[src/rtl/pic10_pkg.sv]
// Shared constants and types for the PIC10 datapath.
package pic10_pkg;

  localparam int unsigned DATA_W   = 8;
  localparam int unsigned ADDR_W   = 5;
  localparam int unsigned NUM_REGS = 2 ** ADDR_W;

  typedef logic [DATA_W-1:0] data_t;
  typedef logic [ADDR_W-1:0] reg_addr_t;

endpackage

[src/rtl/pic10_reg8.sv]
// Data register with synchronous active-high reset and load enable.
module pic10_reg8
  import pic10_pkg::*;
#(
  parameter int unsigned Width = DATA_W
) (
  input  logic             clk,
  input  logic             reset,
  input  logic             load,
  input  logic [Width-1:0] d,
  output logic [Width-1:0] q
);

  logic [Width-1:0] q_d;
  logic [Width-1:0] q_q;

  // Reset wins over load so a write in a reset cycle is discarded.
  always_comb begin
    q_d = q_q;
    if (reset) begin
      q_d = '0;
    end else if (load) begin
      q_d = d;
    end
  end

  always_ff @(posedge clk) begin
    q_q <= q_d;
  end

  assign q = q_q;

endmodule

[src/rtl/pic10_ram_registers.sv]
// PIC10 general-purpose register file: one-hot write decode, per-register storage,
// combinational read mux with no write-through bypass.
module pic10_ram_registers #(
  parameter int unsigned DATA_W   = pic10_pkg::DATA_W,
  parameter int unsigned ADDR_W   = pic10_pkg::ADDR_W,
  parameter int unsigned NUM_REGS = pic10_pkg::NUM_REGS
) (
  output logic [DATA_W-1:0] ram_data_bus,
  input  logic              load_ram_reg,
  input  logic [ADDR_W-1:0] reg_addr_bus,
  input  logic              clk,
  input  logic              reset,
  input  logic [DATA_W-1:0] alu_bus
);

  logic [NUM_REGS-1:0] write_en;
  logic [DATA_W-1:0]   regs [NUM_REGS];

  always_comb begin
    write_en = '0;
    if (load_ram_reg) begin
      write_en[reg_addr_bus] = 1'b1;
    end
  end

  for (genvar i = 0; i < NUM_REGS; i++) begin : g_regs
    pic10_reg8 #(
      .Width(DATA_W)
    ) u_reg (
      .clk  (clk),
      .reset(reset),
      .load (write_en[i]),
      .d    (alu_bus),
      .q    (regs[i])
    );
  end

  // Read shows stored contents only; a pending write appears after the clock edge.
  always_comb begin
    ram_data_bus = regs[reg_addr_bus];
  end

endmodule

[config.mk]
export PLATFORM = sky130hd
export DESIGN_NAME = pic10_ram_registers
export DESIGN_NICKNAME = d
export VERILOG_FILES = /design/src/rtl/pic10_pkg.sv /design/src/rtl/pic10_reg8.sv /design/src/rtl/pic10_ram_registers.sv
export SDC_FILE = /design/constraint.sdc
export NUM_CORES = 1
export LEC_CHECK = 0
export CELL_PAD_IN_SITES_DETAIL_PLACEMENT = 0
export CELL_PAD_IN_SITES_GLOBAL_PLACEMENT = 1
export CORE_UTILIZATION = 45
export CTS_CLUSTER_SIZE = 28
export DETAILED_ROUTE_END_ITERATION = 10
export PLACE_DENSITY_LB_ADDON = 0.1
export SYNTH_ARGS = -nofsm -noshare
export SYNTH_HDL_FRONTEND = slang
export SYNTH_SLANG_ARGS = --single-unit
[constraint.sdc]
create_clock -name clk -period 7.82 [get_ports clk]
set_clock_uncertainty 0.1 [all_clocks]
set_input_delay 2.346 -clock clk [delete_from_list [all_inputs] [get_ports clk]]
set_output_delay 2.346 -clock clk [all_outputs]
set_load 0.01 [all_outputs]
==> results by group <==
Worst setup path
  • CP most frequent cell: clkdlybuf4s50_1
  • Crit Path Max Fanout: 18
  • Setup crit start kind: primary input
  • Worst EP required: 5.37 ns
  • WP data arrival: 5.03 ns
  • Crit end category: output port
  • Kind of critical path: in2out
  • Worst-path cell chain: clkdlybuf4s50_1, or4b_2, o22ai_1, nor4_1, nand2_1, clkdlybuf4s50_1
  • Slowest stage delay, CP: 0.89 ns
  • R2R Setup Slk: 7.04 ns
  • Crit-path slowest cell: or4b_2

Detailed routing
  • Via/cell ratio: 5.79
  • Final wirelength: 34.8 mm
  • DRC Markers: 0
  • DRT antenna net count: 0
  • Wire length per cell: 20.8 um
  • Initial DRC count: 977
  • Pre-Repair DR Iteration Count: 5
  • Total number of vias: 9708

Floorplan
  • Total Die Area: 26200 sq um
  • Count of boundary I/O pins: 24
  • Rows: 58
  • Die width: 162 um
  • Die Y: 162 um
  • Initial Util: 45.8%
  • Core ar.: 25100 sq um

Min path
  • HP Class: reg2reg

STA
  • Count of final hold-check violations: 0
  • Period utilization: 95.6%
  • Headroom to the max-slew limit: 36.5%
  • Fmax: 134 MHz
  • Final WS setup: 0.343 ns
  • Max Slew Vio Count: 0
  • Slew of the pin with the lowest slew margin: 0.952 ns
  • Sum Neg Setup Slack: 0 ns
  • Post-route minimum period: 7.48 ns
  • RSZ-0062 raised after global routing: false
  • Final Setup Violations: 0

Yosys
  • Synthesized area: 11500 sq um
  • Cell with the most instances after synthesis: dfxtp_1
  • Post-synth cell types: 31
  • Synthesized Nets: 1382
  • Dominant cell type by area after synthesis: dfxtp_1
  • Syn Area/Cell: 8.42 sq um
  • Synth Instances: 1366
  • Seq cells post-synth: 256
  • Most common library cells after synthesis: dfxtp_1 (256), nand2_1 (212), a21oi_1 (192), mux2i_1 (192), nand3_1 (97)
  • Register area share after synthesis: 44.5%
  • Number of flops mapped to enable cells by yosys: 0
  • Area contributors post-synth: dfxtp_1 (45%), mux2i_1 (17%), a21oi_1 (8.3%)
  • Top FF cell, synth: dfxtp_1
  • Top cell type's share of synthesized area: 44.5%
  • Synth Warn #: 0
  • Async set-or-reset flop fraction in the synthesized netlist: 0%

Clocking
  • CTS resizes: 0
  • CTS tree: built
  • Cts bufs inserted: 29
  • Root buffer cell: clkbuf_16
  • Hold-fix buffers, CTS: 0
  • Worst skew pair latency: 0.54 ns
  • Clock Path Buffers: 3
  • # clock sinks: 256
  • Clk pin slew, worst setup/hold paths: 0.06 ns
  • H-tree depth: 1
  • Postcts setup bufs: 0

Placement
  • Post-placement cell count: 1628
  • IO buf count: 23
  • GP Congestion: 0.845
  • Pre-CTS WS: 0.389 ns
  • DPL Wire Length: 21.7 mm
  • Placed inst area: 11900 sq um

Finish
  • # diodes: 0
  • Area Overhead vs Synth: 11.4%
  • Nets: 1345
  • Fill count: 2492
  • Layout Cells excl Fill: 1678
  • Max reg flops: 256
  • Fin area: 12800 sq um
  • Share of post-route cells with drive strength above 1: 7.20%

Power
  • Lkg Pwr: 4.53 nW
  • Pwr dens: 219 nW/um^2
  • Power Total: 2.81 mW
  • Worst vdd ir: 0.000137 V

Status
  • Status: finished clean

Global route
  • Grt total ovfl: 0
  • Largest net degree at the start of global routing: 119
  • Initial antenna violation count: 0
  • GR Util All Layers: 26.6%
  • First-pass GRT wire length: 54.3 mm
  • Vias in the first global route: 8788

Run
  • Max-Cap Viols: 0
-- final timing paths --
path / endpoint / cells after the start / startpoint
worst max register to register: g_regs[22].u_reg.q[7] / 2 / g_regs[22].u_reg.q[7]
worst max-delay path: ram_data_bus[7] / 6 / reg_addr_bus[0]
worst min register to register: g_regs[18].u_reg.q[2] / 2 / g_regs[18].u_reg.q[2]
worst min-delay path: g_regs[18].u_reg.q[2] / 2 / g_regs[18].u_reg.q[2]
-- cell families after synthesis --
group / after synthesis / synth area share [%]
DFF: 256 / 44.5
AOI/OAI and AO/OA: 352 / 16.0
and+or+nand+nor: 440 / 18.0
buffers and inverters: 126 / 4.79
muxes: 192 / 16.7
-- worst max-delay path, delay by kind of cell --
family | cells | cell delay [ns]
compound gates | 1 | 0.25
simple gates | 3 | 1.12
buf+inv | 2 | 1.30
-- placed cells by master (no fill, tap or decap), drive strengths merged, types with 5 or more instances in the layout --
cell | synthesis | layout
nor3 | 5 | 5
buf | 45 | 37
nand2 | 213 | 213
dfxtp | 256 | 256
nand3 | 102 | 102
clkbuf | 81 | 44
mux2i | 192 | 192
nor2 | 77 | 77
o21ai | 96 | 96
o22ai | 64 | 64
clkdlybuf4s50 | 0 | 21
nor4 | 16 | 16
a21oi | 192 | 192
-- metrics by stage --
step | util, % | hold WS (ns)
after floorplan | - | 0.336
after global placement | 47.5 | 0.340
after detailed placement | 47.5 | 0.346
after CTS | 51.1 | 0.354
after global routing | 51.1 | 0.369
final | 51.1 | 0.352
-- report_power, final --
group / internal, mW / switching, mW
combinational: 0.0512 / 0.131
sequential: 1.31 / 0.00466
clock: 0.775 / 0.530
total: 2.14 / 0.666
-- metal layers --
metal | track usage (%) | up-vias | wire length [um]
met3 | 5.16 | 60 | 2250
met4 | 7.20 | 0 | 940
met1 | 39.5 | 4631 | 16600
met5 | 0 | - | 0
li1 | - | 4746 | -
met2 | 38.9 | 271 | 15000
-- layout make-up --
class / count / area (sq um) / share of cell area, %
timing repair buffer: 58 / 520 / 4.06
clock inverter: 6 / 57.6 / 0.449
sequential: 256 / 5120 / 40.0
multi-input combinational: 984 / 5860 / 45.7
clock buffer: 44 / 852 / 6.64
tap: 330 / 413 / 3.22
Note: power is estimated with default switching activity, not from simulation.
